--- src/rtl/sat_bcp_init.sv ---
// Clause-bank loader from a parameter ROM plus a registered Boolean constraint
// propagation check (conflict / unit / all-satisfied) over the loaded clauses.

module sat_bcp_clause #(
   parameter int NV = 4,
   parameter int VW = (NV > 1) ? $clog2(NV) : 1
) (
   input  logic [2*NV-1:0] c,
   input  logic [NV-1:0]   asg_def,
   input  logic [NV-1:0]   asg_val,
   output logic            sat,
   output logic            conf,
   output logic            unit,
   output logic [VW-1:0]   uvar,
   output logic            uval
);
   logic one_u, many_u;

   // Positive and negative literals of the same variable are counted separately,
   // so a tautological pair with that variable unassigned is never a unit.
   always_comb begin
      sat    = 1'b0;
      one_u  = 1'b0;
      many_u = 1'b0;
      uvar   = '0;
      uval   = 1'b0;
      for (int i = 0; i < NV; i++) begin
         if (asg_def[i]) begin
            if ((c[NV+i] && asg_val[i]) || (c[i] && !asg_val[i]))
               sat = 1'b1;
         end else begin
            if (c[NV+i]) begin
               if (one_u) many_u = 1'b1;
               else begin
                  one_u = 1'b1;
                  uvar  = i[VW-1:0];
                  uval  = 1'b1;
               end
            end
            if (c[i]) begin
               if (one_u) many_u = 1'b1;
               else begin
                  one_u = 1'b1;
                  uvar  = i[VW-1:0];
                  uval  = 1'b0;
               end
            end
         end
      end
      conf = !sat && !one_u;
      unit = !sat && one_u && !many_u;
   end
endmodule

module sat_bcp_init #(
   parameter int W     = 8,
   parameter int DEPTH = 8,
   parameter int NV    = 4,
   parameter logic [W*DEPTH-1:0] ROM_INIT =
      {8'h0C, 8'hC0, 8'h30, 8'h84, 8'h48, 8'h21, 8'h12, 8'h03},
   parameter int AW = (DEPTH > 1) ? $clog2(DEPTH) : 1,
   parameter int VW = (NV > 1) ? $clog2(NV) : 1
) (
   input  logic             clk,
   input  logic             rst,
   input  logic             initial_sign,
   output logic [AW-1:0]    address,
   output logic [W-1:0]     wd,
   output logic             load_done,
   output logic [DEPTH-1:0] valid,
   input  logic [NV-1:0]    asg_def,
   input  logic [NV-1:0]    asg_val,
   output logic             conflict,
   output logic             unit_found,
   output logic [VW-1:0]    unit_var,
   output logic             unit_val,
   output logic             all_sat
);
   typedef enum logic [1:0] {IDLE, LOAD, DONE} state_t;

   state_t                    state_q, state_d;
   logic                      we;
   logic                      last;
   logic [DEPTH-1:0][W-1:0]   clause;
   logic [DEPTH-1:0]          c_sat, c_conf, c_unit, c_uval;
   logic [DEPTH-1:0][VW-1:0]  c_uvar;
   logic                      any_conf, any_unit, every_sat, sel_uval;
   logic [VW-1:0]             sel_uvar;

   assign wd   = ROM_INIT[address*W +: W];
   assign last = (address == AW'(DEPTH-1));

   always_ff @(posedge clk) begin
      if (rst) state_q <= IDLE;
      else     state_q <= state_d;
   end

   always_comb begin
      state_d = state_q;
      case (state_q)
         IDLE, LOAD: if (initial_sign) state_d = last ? DONE : LOAD;
         DONE:       state_d = DONE;
         default:    state_d = IDLE;
      endcase
   end

   always_comb begin
      we        = (state_q != DONE) && initial_sign;
      load_done = (state_q == DONE);
   end

   always_ff @(posedge clk) begin
      if (rst) begin
         address <= '0;
         valid   <= '0;
         clause  <= '0;
      end else if (we) begin
         clause[address] <= wd;
         valid[address]  <= 1'b1;
         address         <= last ? '0 : address + AW'(1);
      end
   end

   for (genvar g = 0; g < DEPTH; g++) begin : g_cl
      sat_bcp_clause #(.NV(NV), .VW(VW)) u_cl (
         .c       (clause[g]),
         .asg_def (asg_def),
         .asg_val (asg_val),
         .sat     (c_sat[g]),
         .conf    (c_conf[g]),
         .unit    (c_unit[g]),
         .uvar    (c_uvar[g]),
         .uval    (c_uval[g])
      );
   end

   // Scan high to low so the lowest-index unit clause ends up selected.
   always_comb begin
      any_conf  = |(valid & c_conf);
      any_unit  = |(valid & c_unit);
      every_sat = load_done && (&(c_sat | ~valid));
      sel_uvar  = '0;
      sel_uval  = 1'b0;
      for (int i = DEPTH-1; i >= 0; i--) begin
         if (valid[i] && c_unit[i]) begin
            sel_uvar = c_uvar[i];
            sel_uval = c_uval[i];
         end
      end
   end

   always_ff @(posedge clk) begin
      if (rst) begin
         conflict   <= 1'b0;
         unit_found <= 1'b0;
         unit_var   <= '0;
         unit_val   <= 1'b0;
         all_sat    <= 1'b0;
      end else begin
         conflict   <= any_conf;
         unit_found <= any_unit;
         unit_var   <= sel_uvar;
         unit_val   <= sel_uval;
         all_sat    <= every_sat;
      end
   end
endmodule

--- config.mk ---
export PLATFORM = sky130hd
export DESIGN_NAME = sat_bcp_init
export DESIGN_NICKNAME = d
export VERILOG_FILES = /design/src/rtl/sat_bcp_init.sv
export SDC_FILE = /design/constraint.sdc
export NUM_CORES = 1
export LEC_CHECK = 0
export CAP_MARGIN = 20
export CORE_MARGIN = 5
export CORE_UTILIZATION = 45
export CTS_BUF_LIST = sky130_fd_sc_hd__clkbuf_4
export DETAILED_ROUTE_END_ITERATION = 10
export GPL_TIMING_DRIVEN = 0
export SYNTH_ARGS = -nofsm -noshare
export SYNTH_HDL_FRONTEND = slang
export SYNTH_SLANG_ARGS = --single-unit
export TNS_END_PERCENT = 100
--- constraint.sdc ---
create_clock -name clk -period 4.2 [get_ports clk]
set_clock_uncertainty 0.15 [all_clocks]
set_input_delay 0.84 -clock clk [delete_from_list [all_inputs] [get_ports clk]]
set_output_delay 0.84 -clock clk [all_outputs]
set_load 0.02 [all_outputs]
### Yosys cells after proc, flatten, opt, wreduce, memory -nomap -nowiden

Cells that the tools add are included.
W data, S select, Z words.

* register bits: 83
* input port bits: 11
* output and inout bits: 26
* word-level logic and storage cells: 860

* add/sub/neg operators: 1
* $lt $le $gt $ge: 2
* equal/unequal tests: 5
* shift-type cells: 1
* multiplexer cells: 666
* bitwise gates (word level): 5
* reduce and logical (&&, ||, !) cells: 164

Operators by type and width (count)
* $mux W1: 497
* $mux W2: 163
* $logic_and A1 B1 Y1: 99
* $bwmux W64: 1
* $shiftx A64 B7 Y8 const A: 1
* $logic_or A1 B1 Y1: 32
* $logic_not A1 Y1: 28
* $demux W8 S3: 1
* $and A8 B8 Y8: 2
* $or A8 B8 Y8: 2
* $reduce_or A8 Y1: 2
* $mux W8: 1
* $not A8 Y8: 1
* $reduce_and A8 Y1: 1
* $lt A3 B4 Y1 const B: 1
* $ne A2 B2 Y1 const B: 2
* $pmux W2 S2: 1
* $add A3 B1 Y3 const B: 1
* $demux W1 S3: 1
* $eq A3 B3 Y1 const B: 1
* $ge A3 B1 Y1 const B: 1
* $mux W3: 1
* $eq A2 B1 Y1 const B: 1
* $eq A2 B2 Y1 const B: 1
* 2 further kinds: 2

### Longest topological paths before layout

Gate-level depths: netlist of the first run.

* word-level depth: 32
* mapped depth: 10
* gate-level depth less buffers: 7

### Hierarchy

From an unflattened synthesis of the first run, not the netlist that was laid out.

* cell total of the unflattened synthesis: 672
* area total of the unflattened synthesis: 5734.2 sq um

By module, submodules not included
* sat_bcp_init: instances 1, cells an instance 328, area an instance 3191.8 sq um, seq. area each 1661.6 sq um
* sat_bcp_clause: instances 8, cells an instance 43, area an instance 317.8 sq um, seq. area each 0.0 sq um

### Worst setup path before layout of the first run

No wires, ideal clock.

* path kind: input to register
* from: input port asg_val[2]
* to: register unit_found
* setup time: 0.074 ns
* arrival: 2.740 ns
* data required time: 3.976 ns
* path slack: 1.235 ns
* stages: 8
* buffers on the path: 1
* cell sequence: buf_2 > mux2_2 > a222oi_1 > o211ai_1 > or4_4 > and2_4 > and3_1 > a31oi_1

* cells in the longest elaborated chain, start to end: 12
* elaborated cells on any way between the ends: 83
* classes of those cells: mux: 32; bitwise: 1; reduce/logical: 50

RTL lines
* start, declared: RTL line 72 `input logic [NV-1:0] asg_val,`
* $logic_not A1 Y1: RTL line 29 `if ((c[NV+i] && asg_val[i]) || (c[i] && !asg_val[i]))`
* $logic_and A1 B1 Y1: RTL line 29
* $logic_or A1 B1 Y1: RTL line 29
* $mux W1: RTL line 29
* $mux W1: RTL line 28 `if (asg_def[i]) begin`
* $mux W1: RTL line 29
* $mux W1: RTL line 28
* $logic_not A1 Y1: RTL line 51 `unit = !sat && one_u && !many_u;`
* $logic_and A1 B1 Y1 (2 in a row): RTL line 51
* $and A8 B8 Y8 (*): RTL line 140 `any_unit = |(valid & c_unit);`
* $reduce_or A8 Y1 (*): RTL line 140
* end signal, assigned: RTL line 161 `unit_found <= any_unit;`
* end, declared: RTL line 74 `output logic unit_found,`

Mark *: on every way between the ends. The rest lies on a longest branch, timed or not.
A chain may end at the register's enable or synchronous reset.

### Worst setup path after layout of the first run

* from: register address[0]
* to: output port wd[6]

* cells in the longest elaborated chain, start to end: 1

RTL lines
* start, declared: RTL line 67 `output logic [AW-1:0] address,`
* start signal, assigned: RTL line 120 `address <= last ? '0 : address + AW'(1);`
* $shiftx A64 B7 Y8: RTL line 90 `assign wd = ROM_INIT[address*W +: W];`
* end, declared: RTL line 68 `output logic [W-1:0] wd,`

No other way between the ends.

==> impl_metrics.env, run 1 <==
export IMPL_drtPass1Iterations=6
export IMPL_crit_chain="clkbuf_1 > inv_1 > ha_1 > mux2i_1 > inv_1 > clkdlybuf4s50_1"
export IMPL_power_density_nw_per_um2=276.5
export IMPL_cts_resized=0
export IMPL_yosysMostFrequentCell="dfxtp_1"
export IMPL_ir_worst_vdd_mv=0.5000
export IMPL_grt_start_max_net_pins=16
export IMPL_clk_pin_slew_worst_paths_ns=0.14
export IMPL_pin_count=37
export IMPL_dpl_cell_count=779
export IMPL_max_freq_ghz=0.2627
export IMPL_place_ws_ns=0.1690
export IMPL_required_ns=3.21
export IMPL_wire_per_inst_um=22.34
export IMPL_async_flop_share=0
export IMPL_yosys_area_top_type="dfxtp_1"
export IMPL_tns_ns=0
export IMPL_combPwrFrac=0.167
export IMPL_nets=665
export IMPL_start_util=0.4627
export IMPL_cts_tree="done"
export IMPL_synth_seq_area_share=0.3284
export IMPL_area_growth_pct=12.91
export IMPL_cap_violations=0
export IMPL_fin_cells=795
export IMPL_cpMostUsedCell="inv_1"
export IMPL_switchingPower_uw=493.0
export IMPL_synth_seq_cells=83
export IMPL_grt_pass1_wl_um=27690
export IMPL_synthTopCellsByCount="83 x dfxtp_1, 72 x nor2_1, 47 x nand2_1"
export IMPL_synth_area_um2=5060
export IMPL_min_period_ns=3.806
export IMPL_postCtsSetupBuffers=0
export IMPL_cts_buffers=9
export IMPL_slowest_delay_ns=0.61
export IMPL_cts_path_max_buffers=2
export IMPL_synthTopCellsByArea="dfxtp_1 33%, nor2_1 5.3%, mux2_2 5.1%, mux2i_1 4.5%, nand2_1 3.5%"
export IMPL_drt_wl_total_um=17760
export IMPL_final_period_utilization=0.9062
export IMPL_critPathMaxFanout=9
export IMPL_critPathSlowestCell="mux2i_1"
export IMPL_worst_setup_path_start_kind="register"
export IMPL_syn_inst=606
export IMPL_setup_viol=0
export IMPL_io_buffers=31
export IMPL_rows=38
export IMPL_final_layout_size_suffix_gt1_frac=0.1191
export IMPL_p_sw_frac=0.3121
export IMPL_clock_root_buffer="clkbuf_4"
export IMPL_synth_area_per_cell_um2=8.350
export IMPL_arrival_ns=2.82
export IMPL_ys_types=68
export IMPL_finalWeightedCongestion=0.9173
export IMPL_multi_input_area_um2=3166
export IMPL_grt_use_total=0.2746
export IMPL_insertion_delay_ns=0.47
export IMPL_antenna_cells=0
export IMPL_hold_path_class="register to register"
export IMPL_p_int_uw=1087
export IMPL_seqPwrFrac=0.525
export IMPL_end_kind="output pin"
export IMPL_status="completed"
export IMPL_via_per_inst=6.374
export IMPL_cts_hold_buf=0
export IMPL_slew_headroom=0.4117
export IMPL_hold_viol=0
export IMPL_ys_warn_count=0
export IMPL_ant_nets=0
export IMPL_synth_edf_count=0
export IMPL_nFillCells=1103
export IMPL_core_area_um2=10940
export IMPL_clock_sinks=83
export IMPL_dieWidth_um=116.0
export IMPL_synth_top_cell_area_share=0.3284
export IMPL_grt_overflow=0
export IMPL_p_leak_uw=0.002127
export IMPL_synth_nets=621
export IMPL_grt_pass1_vias=4966
export IMPL_hpwl_um=12590
export IMPL_worst_slack_ns=0.3941
export IMPL_antenna_found_initial=0
export IMPL_die_height_um=116.0
export IMPL_regArea_um2=1662
export IMPL_p_clk_frac=0.309
export IMPL_synth_main_ff_cell="dfxtp_1"
export IMPL_worstMarginPinSlew_ns=0.8824
export IMPL_remaining_drc_errors=0
export IMPL_vias=5067
export IMPL_rsz0062_at_grt="false"
export IMPL_drtIter0Drc=403
export IMPL_criticalPathCategory="register to output pin"
export IMPL_drv_slew=0
export IMPL_htree_levels=3
export IMPL_floorplan_die_area_um2=13470
export IMPL_hold_slack_ns=0.3095
-- worst paths after layout --
check	start	to	slack (ns)	cells past startpoint
hold / removal	state_q[1]$_SDFFE_PP0P_	state_q[0]$_SDFFE_PP0P_	0.31	1
setup / recovery	address[0]$_SDFFE_PP0P_	wd[6]	0.39	6
hold reg to reg	state_q[1]$_SDFFE_PP0P_	state_q[0]$_SDFFE_PP0P_	0.31	1
setup reg to reg	clause[29]$_SDFFE_PP0P_	unit_found$_SDFF_PP0_	1.55	7
-- critical path: cells and delay by family (launching register included) --
| family | cells | cell delay, ns |
|---|---|---|
| adders and majority gates | 1 | 0.23 |
| buffers and inverters | 4 | 1.09 |
| DFF | 1 | 0.41 |
| muxes | 1 | 0.61 |
-- layout make-up --
type                    count  area share
multi-input cells         467      0.5541
well taps                 140     0.03066
repair buffers             33     0.05826
flip-flops and latches     83      0.2908
clock buffers               9     0.01183
inverters                  22     0.01445
clock inverters             7     0.01358
plain buffers              34     0.02628
-- flip-flops by register name, summed over array words and instances, names as in the netlist --
name        cells
valid           8
clause         64
address         3
unit_var        2
all_sat         1
unit_val        1
unit_found      1
conflict        1
state_q         2
-- metrics by stage --
stage | total power, µW | util | instance area (µm²)
2_1_floorplan | 999.6 | - | 5060
3_3_place_gp | 1100 | 0.5071 | 5545
3_5_place_dp | 1105 | 0.5092 | 5568
4_1_cts | 1595 | 0.5224 | 5713
5_1_grt | 1656 | 0.5224 | 5713
6_report | 1580 | 0.5224 | 5713
-- cells in the final DEF (no fill, tap or decap), types with 9 or more instances in the layout --
cell type / n
a211oi_1: 13
a21oi_1: 20
a32oi_1: 9
and2_1: 9
buf_2: 9
clkbuf_1: 16
clkbuf_4: 9
clkdlybuf4s50_1: 31
dfxtp_1: 83
inv_1: 20
mux2_2: 23
mux2i_1: 23
nand2_1: 47
nand2b_1: 11
nand3_1: 13
nand4_1: 10
nor2_1: 72
nor3_1: 18
nor3b_1: 20
o211ai_1: 10
o21a_1: 21
o21ai_0: 14
o21ba_2: 9
o21bai_1: 22
-- per-layer routing --
layer,vias to the layer above,GRT usage,routed length [µm]
li1,2360,-,-
met1,2434,0.3489,7590
met2,225,0.4381,8043
met3,48,0.07728,1442
met4,0,0.1152,680
met5,-,0,0
-- power groups by stage --
stage | Clock, µW | Sequential, µW | Combinational [µW]
after floorplan | 0 | 848 | 151
after global placement | 0 | 845 | 255
after detailed placement | 0 | 846 | 260
after CTS | 506 | 828 | 261
after global routing | 542 | 833 | 281
final | 488 | 829 | 263
-- kinds of logic after synthesis --
group | after synthesis | synth area share
flip-flops | 83 | 0.3284
AO/OA/AOI/OAI | 173 | 0.2646
XOR/XNOR | 6 | 0.01039
buffers and inverters | 56 | 0.04600
multiplexers | 48 | 0.1026
AND/OR/NAND/NOR | 234 | 0.2342
adder cells (fa/ha/maj) | 6 | 0.01385
Power figures use the tool's default switching activity.
==> run 2, diff against run 1 <==
Settings changed: CAP_MARGIN 20 to 10.
==> results of run 2 <==
The final DEF is identical to that of run 1; final timing and power are the same.
